## src/rtl/muldiv_pkg.sv

```systemverilog
`default_nettype none
// ============================================================================
// Module      : muldiv_pkg
// Description : Shared types and constants for the HI/LO multiply/divide unit.
// Revision    : 1.0 - initial release
// ============================================================================
package muldiv_pkg;

    // Command codes from the execute stage; 7 decodes as NOP.
    typedef enum logic [2:0] {
        OP_NOP   = 3'd0,
        OP_MULT  = 3'd1,
        OP_MULTU = 3'd2,
        OP_DIV   = 3'd3,
        OP_DIVU  = 3'd4,
        OP_MTHI  = 3'd5,
        OP_MTLO  = 3'd6
    } op_e;

    // Sequencer states, explicitly encoded.
    typedef enum logic [1:0] {
        ST_IDLE = 2'd0,
        ST_MUL  = 2'd1,
        ST_DIV  = 2'd2,
        ST_FIX  = 2'd3
    } state_e;

    // Quotient produced by a divide by zero.
    localparam logic [31:0] DIV_ZERO_Q = 32'hFFFF_FFFF;

    // Magnitude of a 32-bit operand; only negated when treated as signed.
    // 0x80000000 maps onto itself, which is the correct unsigned magnitude.
    function automatic logic [31:0] mag32(input logic [31:0] v, input logic is_signed);
        return (is_signed && v[31]) ? (~v + 32'd1) : v;
    endfunction

endpackage
`default_nettype wire

```

## src/rtl/muldiv_if.sv

```systemverilog
`default_nettype none
// ============================================================================
// Module      : muldiv_if
// Description : Command/result bundle between execute stage and HI/LO unit.
// Revision    : 1.0 - initial release
// ============================================================================
interface muldiv_if;
    import muldiv_pkg::*;

    logic        start;
    op_e         op;
    logic [31:0] src_a;
    logic [31:0] src_b;
    logic        flush;
    logic        busy;
    logic        done;
    logic [31:0] hi;
    logic [31:0] lo;

    // Execute stage side.
    modport master (
        output start, op, src_a, src_b, flush,
        input  busy, done, hi, lo
    );

    // HI/LO unit side.
    modport slave (
        input  start, op, src_a, src_b, flush,
        output busy, done, hi, lo
    );

endinterface
`default_nettype wire

```

## src/rtl/div_radix2_step.sv

```systemverilog
`default_nettype none
// ============================================================================
// Module      : div_radix2_step
// Description : One combinational restoring-division iteration (radix 2).
// Revision    : 1.0 - initial release
// ============================================================================
module div_radix2_step (
    input  logic [31:0] rem_in,
    input  logic [31:0] quo_in,
    input  logic [31:0] divisor,
    output logic [31:0] rem_out,
    output logic [31:0] quo_out
);
    logic [32:0] w_shifted;
    logic        w_ge;
    logic [31:0] w_sub;

    // Bring the next dividend bit into the partial remainder. The shifted
    // value can reach 33 bits, so the compare is done at that width; when it
    // succeeds the difference is below the divisor and fits in 32 bits.
    assign w_shifted = {rem_in, quo_in[31]};
    assign w_ge      = (w_shifted >= {1'b0, divisor});
    assign w_sub     = w_shifted[31:0] - divisor;
    assign rem_out   = w_ge ? w_sub : w_shifted[31:0];
    assign quo_out   = {quo_in[30:0], w_ge};

endmodule
`default_nettype wire

```

## src/rtl/mult.sv

```systemverilog
`default_nettype none
// ============================================================================
// Module      : mult
// Description : Combinational 32x32 multiplier, signed or unsigned, 64-bit out.
// Revision    : 1.0 - initial release
// ============================================================================
module mult (
    input  logic [31:0] a,
    input  logic [31:0] b,
    input  logic        sign,
    output logic [63:0] p
);
    logic [63:0] w_a_ext;
    logic [63:0] w_b_ext;

    // Sign-extend to 64 bits; the low 64 bits of the product are then exact.
    assign w_a_ext = {{32{sign & a[31]}}, a};
    assign w_b_ext = {{32{sign & b[31]}}, b};
    assign p       = w_a_ext * w_b_ext;

endmodule
`default_nettype wire

```

## src/rtl/muldiv_ctrl.sv

```systemverilog
`default_nettype none
// ============================================================================
// Module      : muldiv_ctrl
// Description : HI/LO sequencer: one-cycle multiply, 32-cycle restoring
//               divide with sign fixup, MTHI/MTLO, flush and stall signalling.
// Revision    : 1.0 - initial release
// ============================================================================
module muldiv_ctrl
    import muldiv_pkg::*;
#(
    parameter int DIV_CYCLES = 32
) (
    input  logic    clk,
    input  logic    rst,
    muldiv_if.slave bus
);
    localparam int                 c_cnt_w    = (DIV_CYCLES > 1) ? $clog2(DIV_CYCLES) : 1;
    localparam logic [c_cnt_w-1:0] c_cnt_last = c_cnt_w'(DIV_CYCLES - 1);

    state_e             r_state;
    logic               r_busy;
    logic               r_done;
    logic [31:0]        r_hi;
    logic [31:0]        r_lo;
    logic [31:0]        r_mul_a;
    logic [31:0]        r_mul_b;
    logic               r_mul_sign;
    logic [31:0]        r_rem;
    logic [31:0]        r_quo;
    logic [31:0]        r_dvsr;
    logic               r_q_neg;
    logic               r_r_neg;
    logic [c_cnt_w-1:0] r_cnt;

    logic [63:0]        w_prod;
    logic [31:0]        w_rem_nxt;
    logic [31:0]        w_quo_nxt;
    logic               w_div_signed;
    logic [31:0]        w_abs_a;
    logic [31:0]        w_abs_b;
    logic               w_dvsr_zero;

    // Multiplier sees only the latched operands, so its output is stable in MUL.
    mult u_mult (
        .a    (r_mul_a),
        .b    (r_mul_b),
        .sign (r_mul_sign),
        .p    (w_prod)
    );

    div_radix2_step u_step (
        .rem_in  (r_rem),
        .quo_in  (r_quo),
        .divisor (r_dvsr),
        .rem_out (w_rem_nxt),
        .quo_out (w_quo_nxt)
    );

    assign w_div_signed = (bus.op == OP_DIV);
    assign w_abs_a      = mag32(bus.src_a, w_div_signed);
    assign w_abs_b      = mag32(bus.src_b, w_div_signed);
    assign w_dvsr_zero  = (r_dvsr == 32'd0);

    assign bus.busy = r_busy;
    assign bus.done = r_done;
    assign bus.hi   = r_hi;
    assign bus.lo   = r_lo;

    // Sequencer: command accept, divide iterations, result commit and flush.
    always_ff @(posedge clk or posedge rst) begin
        if (rst) begin
            r_state    <= ST_IDLE;
            r_busy     <= 1'b0;
            r_done     <= 1'b0;
            r_hi       <= 32'd0;
            r_lo       <= 32'd0;
            r_mul_a    <= 32'd0;
            r_mul_b    <= 32'd0;
            r_mul_sign <= 1'b0;
            r_rem      <= 32'd0;
            r_quo      <= 32'd0;
            r_dvsr     <= 32'd0;
            r_q_neg    <= 1'b0;
            r_r_neg    <= 1'b0;
            r_cnt      <= '0;
        end else begin
            r_done <= 1'b0;
            if (bus.flush) begin
                // Squash: drop whatever is in flight or arriving, no HI/LO write.
                r_state <= ST_IDLE;
                r_busy  <= 1'b0;
            end else begin
                case (r_state)
                    ST_IDLE: begin
                        if (bus.start) begin
                            case (bus.op)
                                OP_MULT, OP_MULTU: begin
                                    r_mul_a    <= bus.src_a;
                                    r_mul_b    <= bus.src_b;
                                    r_mul_sign <= (bus.op == OP_MULT);
                                    r_state    <= ST_MUL;
                                    r_busy     <= 1'b1;
                                end
                                OP_DIV, OP_DIVU: begin
                                    r_quo   <= w_abs_a;
                                    r_dvsr  <= w_abs_b;
                                    r_rem   <= 32'd0;
                                    r_q_neg <= w_div_signed & (bus.src_a[31] ^ bus.src_b[31]);
                                    r_r_neg <= w_div_signed & bus.src_a[31];
                                    r_cnt   <= c_cnt_last;
                                    r_state <= ST_DIV;
                                    r_busy  <= 1'b1;
                                end
                                OP_MTHI: r_hi <= bus.src_a;
                                OP_MTLO: r_lo <= bus.src_a;
                                default: ;
                            endcase
                        end
                    end
                    ST_MUL: begin
                        {r_hi, r_lo} <= w_prod;
                        r_done       <= 1'b1;
                        r_state      <= ST_IDLE;
                        r_busy       <= 1'b0;
                    end
                    ST_DIV: begin
                        r_rem <= w_rem_nxt;
                        r_quo <= w_quo_nxt;
                        r_cnt <= r_cnt - 1'b1;
                        if (r_cnt == '0) begin
                            r_state <= ST_FIX;
                        end
                    end
                    ST_FIX: begin
                        // A zero divisor leaves the all-ones quotient untouched;
                        // the remainder still gets its sign back so HI equals
                        // the original dividend in both signed and unsigned forms.
                        if (w_dvsr_zero) begin
                            r_lo <= DIV_ZERO_Q;
                        end else begin
                            r_lo <= r_q_neg ? (~r_quo + 32'd1) : r_quo;
                        end
                        r_hi    <= r_r_neg ? (~r_rem + 32'd1) : r_rem;
                        r_done  <= 1'b1;
                        r_state <= ST_IDLE;
                        r_busy  <= 1'b0;
                    end
                    default: begin
                        r_state <= ST_IDLE;
                        r_busy  <= 1'b0;
                    end
                endcase
            end
        end
    end

endmodule
`default_nettype wire

```

## src/flat_wrapper.sv

```systemverilog
// flat-port wrapper written by rule: the top's interface ports become plain ports
module muldiv_ctrl_flat import muldiv_pkg::*;
#(
    parameter int DIV_CYCLES = 32
)
  (clk, rst, bus_start, bus_op, bus_src_a, bus_src_b, bus_flush, bus_busy, bus_done, bus_hi, bus_lo);
  muldiv_if bus_i ();
  input  logic clk;
  input  logic rst;
  input wire logic [$bits(bus_i.start)-1:0] bus_start;
  input wire logic [$bits(bus_i.op)-1:0] bus_op;
  input wire logic [$bits(bus_i.src_a)-1:0] bus_src_a;
  input wire logic [$bits(bus_i.src_b)-1:0] bus_src_b;
  input wire logic [$bits(bus_i.flush)-1:0] bus_flush;
  output wire logic [$bits(bus_i.busy)-1:0] bus_busy;
  output wire logic [$bits(bus_i.done)-1:0] bus_done;
  output wire logic [$bits(bus_i.hi)-1:0] bus_hi;
  output wire logic [$bits(bus_i.lo)-1:0] bus_lo;
  assign bus_i.start = bus_start;
  assign bus_i.op = bus_op;
  assign bus_i.src_a = bus_src_a;
  assign bus_i.src_b = bus_src_b;
  assign bus_i.flush = bus_flush;
  assign bus_busy = bus_i.busy;
  assign bus_done = bus_i.done;
  assign bus_hi = bus_i.hi;
  assign bus_lo = bus_i.lo;
  muldiv_ctrl #(.DIV_CYCLES(DIV_CYCLES)) u_core (.clk(clk), .rst(rst), .bus(bus_i));
endmodule
```

## config.mk

```make
export PLATFORM = sky130hd
export DESIGN_NAME = muldiv_ctrl_flat
export DESIGN_NICKNAME = d
export VERILOG_FILES = /design/src/rtl/muldiv_pkg.sv /design/src/rtl/muldiv_if.sv /design/src/rtl/div_radix2_step.sv /design/src/rtl/mult.sv /design/src/rtl/muldiv_ctrl.sv /design/src/flat_wrapper.sv
export SDC_FILE = /design/constraint.sdc
export NUM_CORES = 2
export LEC_CHECK = 0
export BUFFER_PORTS_ARGS = -buffer_cell sky130_fd_sc_hd__buf_2
export CAP_MARGIN = 0
export CORE_MARGIN = 2
export CORE_UTILIZATION = 53
export DETAILED_ROUTE_END_ITERATION = 10
export HOLD_SLACK_MARGIN = 0.06
export PLACE_DENSITY = 0.74
export SLEW_MARGIN = 10
export SYNTH_ARGS = -nofsm -noshare
export SYNTH_HDL_FRONTEND = slang
export SYNTH_SLANG_ARGS = --single-unit
```

## constraint.sdc

```tcl
create_clock -name clk -period 13.95 [get_ports clk]
set_input_delay 2.79 -clock clk [delete_from_list [all_inputs] [get_ports clk]]
set_output_delay 2.79 -clock clk [all_outputs]
set_load 0.005 [all_outputs]
```

Yosys cells after proc, flatten, opt, wreduce, memory -nomap -nowiden
Cells that the tools add are included.
Widths: inputs -> output; s select.
- output and inout bits: 66
- flip-flop bits (word level): 236
- bits of input ports: 71
- word-level logic and storage cells: 100
- bitwise operators: 10
- multiply operators: 1
- magnitude comparators: 1
- reduce and logical (&&, ||, !) cells: 19
- muxes and demuxes: 32
- equality and inequality tests: 17
- add/subtract/negate cells: 6
- operator list (kind ; number):
    $mux 32 ; 14
    $pmux 32 s3 ; 2
    $add 32x1->32 const B ; 4
    $not 32->32 ; 4
    $pmux 32 s2 ; 2
    $mul 33x33->64 ; 1
    $ge 33x32->1 ; 1
    $logic_not 32->1 ; 1
    $sub 32x32->32 ; 1
    $reduce_and 4->1 ; 5
    $mux 5 ; 2
    $pmux 5 s2 ; 1
    $eq 3x3->1 const B ; 3
    $ne 2x2->1 const B ; 4
    $eq 3x2->1 const B ; 2
    $mux 2 ; 3
    $ne 3x3->1 const B ; 2
    $pmux 2 s3 ; 1
    $reduce_and 3->1 ; 2
    $reduce_bool 3->1 ; 2
    $reduce_or 2->1 ; 3
    $logic_not 5->1 ; 1
    $mux 1 ; 5
    $sub 5x1->5 const B ; 1
    other kinds (14) ; 19

Longest topological paths before layout
- depth after elaboration: 6
- mapped depth: 32
- gate-level depth less buffers: 29

Cells and area by module
From an unflattened synthesis, not the netlist that was laid out.
- cells, all modules: 5928
- area total of the unflattened synthesis: 53477.5 um^2
- modules (own cells, without submodules) (module ; times used ; area each (um^2) ; cells each ; seq. area each (um^2)):
    mult ; 1 ; 37952.6 ; 4175 ; 0.0
    muldiv_ctrl ; 1 ; 12953.7 ; 1398 ; 5905.7
    div_radix2_step ; 1 ; 2571.2 ; 355 ; 0.0

Worst setup path after synthesis
No wires, ideal clock.
- path kind: register to register
- start point: reg u_core.r_mul_a[31]
- end point: reg u_core.r_hi[28], in the netlist u_core.bus.hi[28]
- stages on the path, launching flop included: 33
- arrival time: 7.802 ns
- required time: 13.832 ns
- buffers on the path: 3
- setup time: 0.118 ns
- setup slack: 6.030 ns
- cells stage by stage: dfrtp_1 > clkbuf_1 > and2_1 > clkbuf_1 > nand2_1 > inv_1 > fa_1 > inv_1 > fa_1 > inv_1 > fa_1 > fa_1 > inv_1 > fa_1 > inv_1 > fa_1 > inv_1 > fa_1 > fa_1 > inv_1 > ha_1 > clkbuf_1 > a21oi_1 > o21bai_1 > a21oi_1 > o21bai_1 > a21o_1 > a21o_1 > a21oi_1 > o31ai_1 > xor2_1 > a21oi_1 > nor2_1
- word-level cells in the longest chain between the ends: 3
- ends and longest elaborated chain (item ; RTL line ; source):
    from (decl) ; muldiv_ctrl.sv:25 ; logic [31:0] r_mul_a;
    from (signal assigned) ; muldiv_ctrl.sv:98 ; r_mul_a <= bus.src_a;
    $and 1x1->1 ; mult.sv:17 ; assign w_a_ext = {{32{sign & a[31]}}, a};
    $mul 33x33->64 * ; mult.sv:19 ; assign p = w_a_ext * w_b_ext;
    $pmux 32 s3 * ; muldiv_ctrl.sv:93 ; case (r_state)
    to (signal assigned) ; muldiv_ctrl.sv:114 ; OP_MTHI: r_hi <= bus.src_a;
    to (signal assigned) ; muldiv_ctrl.sv:121 ; {r_hi, r_lo} <= w_prod;
    to (signal assigned) ; muldiv_ctrl.sv:143 ; r_hi <= r_r_neg ? (~r_rem + 32'd1) : r_rem;
    to (decl) ; muldiv_ctrl.sv:23 ; logic [31:0] r_hi;
Every way passes the cells marked *; elsewhere a longest branch is shown, timed or not.
A chain may end at the register's enable or synchronous reset.

Final worst setup path
- start point: reg u_core.r_mul_sign
- end point: reg u_core.r_hi[31], in the netlist u_core.bus.hi[31]
- word-level cells in the longest chain between the ends: 3
- ends and longest elaborated chain (item ; RTL line ; source):
    from (decl) ; muldiv_ctrl.sv:27 ; logic r_mul_sign;
    from (signal assigned) ; muldiv_ctrl.sv:100 ; r_mul_sign <= (bus.op == OP_MULT);
    $and 1x1->1, on equally long branches ; mult.sv:17, mult.sv:18 ;
    $mul 33x33->64 * ; mult.sv:19 ;
    $pmux 32 s3 * ; muldiv_ctrl.sv:93 ;
Marked as above.

==> flow_summary.yaml <==
outcome:
  status: "finished clean"
worst_setup_path:
  startpoint_type: "flip-flop"
  endpoint_kind: "flip-flop"
  critPathKind: "flip-flop to flip-flop"
  cp_data_required_time_ns: 14.43
  crit_path_frequent_cell: "fa_1"
  arrival_ns: 9.83
  cp_slowest_stage_delay_ns: 0.91
  crit_path_top_delay_cell: "fa_1"
  crit_fanout: 23
detailed_routing:
  wl_met2_um: 71400
  drtAntennaViolNets: 0
  routed_wl_um: 147000
  viasPerCell: 5.73
  drc_errors: 0
  drt-met1-wl_um: 56500
  route.top_layer_used: "met4"
  vias: 40400
  wl_met3_um: 10900
  drtPass1Iterations: 6
  wl_per_cell_um: 20.9
  drt_iter0_markers: 3657
timing:
  whs_ns: 0.480
  hold_viol: 0
  tightest_slew_ns: 1.34
  layout_setup_ws_ns: 4.60
  min_period_ns: 9.35
  rsz0062_at_grt: "no"
  fin_setup_tns_ns: 0
  slew_violations: 0
  finClkSkew_ns: 0.0173
  period_share: 0.670
  slew_headroom: 0.105
  max_freq_mhz: 107
  setup_violations: 0
clock_network:
  holdBufCountCts: 0
  clk_pin_slew_worst_paths_ns: 0.07
  h-tree-depth: 1
  tritoncts: "yes"
  cts_buffers: 26
  ctsResizeCount: 0
  clock_latency_ns: 0.57
  clockRootBuffer: "clkbuf_16"
  clock_sinks: 236
  cts_setup_buffers: 0
  cts_buffer_depth: 3
die:
  die_x_um: 318
  rows: 115
  io-pin-count: 137
  die_h_um: 318
  die-area_um2: 101000
  core-area_um2: 98000
  start_util: 0.532
final_layout:
  drive_above_1_share: 0.0625
  area_delta_synth_final_pct: 5.09
  final_util: 0.559
  final_cell_mix: "inv_1, fa_1, nand2_1"
  layout_commonest_cell: "inv_1"
  fin_nets: 7190
synth:
  synth_seq_cells: 236
  synth_top_area_share: 0.432
  synthFlopType: "dfrtp_1"
  syn-instance-count: 5817
  synth_warnings: 0
  ys_top_cells_by_area: "fa_1, dfrtp_1, inv_1"
  ys_seq_area_frac: 0.113
  async_reset_ff_frac: 1.00
  yosys.area.top_type: "fa_1"
  synth-edff-count: 0
  syn_area_um2: 52100
  synth_nets: 7264
  syn_avg_cell_area_um2: 8.96
  ys_types: 74
global_route:
  grtUsageTotal: 0.298
  grt_overflow: 0
  grt_antenna_before_repair: 6
  grt_pass1_vias: 43000
  grt_pass1_wl_um: 237000
  grt_max_degree: 94
place:
  portBuffers: 136
  place_hpwl_um: 119000
  globalplace.congestion: 0.979
  dp_slack_ns: 4.73
worst_hold_path:
  min-delay-path-class: "flip-flop to flip-flop"
flow_run:
  cap_violations: 0
[sequential cells by signal (all words and copies together) (netlist names), 2 cells and up]
signal and cells:
u_core.bus.hi 32, u_core.bus.lo 32, u_core.r_dvsr 32, u_core.r_mul_a 32, u_core.r_mul_b 32, u_core.r_quo 32, u_core.r_rem 32, u_core.r_cnt 5
u_core.r_state 2
[critical path: cells and delay by family (launching register included)]
family,cells,cell delay (ns)
DFF,1,0.32
buffers and inverters,8,1.44
xor gates and xnor gates,1,0.20
AOI/OAI and AO/OA,5,1.33
and+or+nand+nor,5,1.22
adders and majority gates,9,4.71
[worst paths after layout]
| check | from | cells after the start | slack [ns] | to |
|---|---|---|---|---|
| max | u_core.r_mul_sign | 28 | 4.60 | u_core.bus.hi[31] |
| max in group asynchronous | rst | 3 | 9.95 | u_core.r_mul_a[30] |
| min | u_core.bus.hi[18] | 2 | 0.48 | u_core.bus.hi[18] |
| max reg2reg | u_core.r_mul_sign | 28 | 4.60 | u_core.bus.hi[31] |
| min reg2reg | u_core.bus.hi[18] | 2 | 0.48 | u_core.bus.hi[18] |
| min in group asynchronous | rst | 2 | 2.36 | u_core.bus.lo[24] |
[metal layers]
layer	GRT usage	vias up
met5	0	-
met4	0.148	0
met3	0.0338	451
met2	0.499	1840
met1	0.388	20700
li1	-	17500
[final cells by class]
class                      count  area (um^2)
fill                        8676        43200
multi-input combinational   4069        40600
sequential                   236         5910
inverter                    1194         4490
tap                         1287         1610
timing repair buffer         216         1280
clock buffer                  39          781
clock inverter                 9          125
antenna                        3         7.51
[per-stage QoR]
step,instances,area [um^2]
2_1_floorplan,5817,52100
3_3_place_gp,7002,53900
3_5_place_dp,7002,53900
4_1_cts,7050,54800
5_1_grt,7052,54800
6_report,7053,54800
[synth_stat cells (all sizes together), types with 4 or more instances]
cell type and number:
o221ai 17, fa 1126, inv 1193, nor3b 4, xor2 103, nand2 945, mux2 66, or3 26
nand2b 14, and3 25, nand3b 4, nand3 26, ha 250, nand4 25, or4 12, a211oi 17
nor3 29, buf 11, o21bai 16, o21a 10, mux2i 18, o31ai 35, o22ai 6, a221oi 15
o21ai 237, a31oi 23, dfrtp 236, nor4 21, or2 14, nor2 180, o41ai 14, and2 349
clkbuf 307, o211ai 14, xnor2 124, o22a 4, a21o 46, nor2b 16, a21oi 197
[cell families after synthesis]
family	Yosys count	synth area share
compound gates	688	0.0801
xor+xnor	227	0.0381
fa+ha+maj	1376	0.492
buf+inv	1512	0.109
flops	236	0.113
mux	84	0.0177
simple gates	1694	0.149
Power is not shown: default switching activity piles up to over one toggle a cycle in this logic, so the estimate is an artifact.
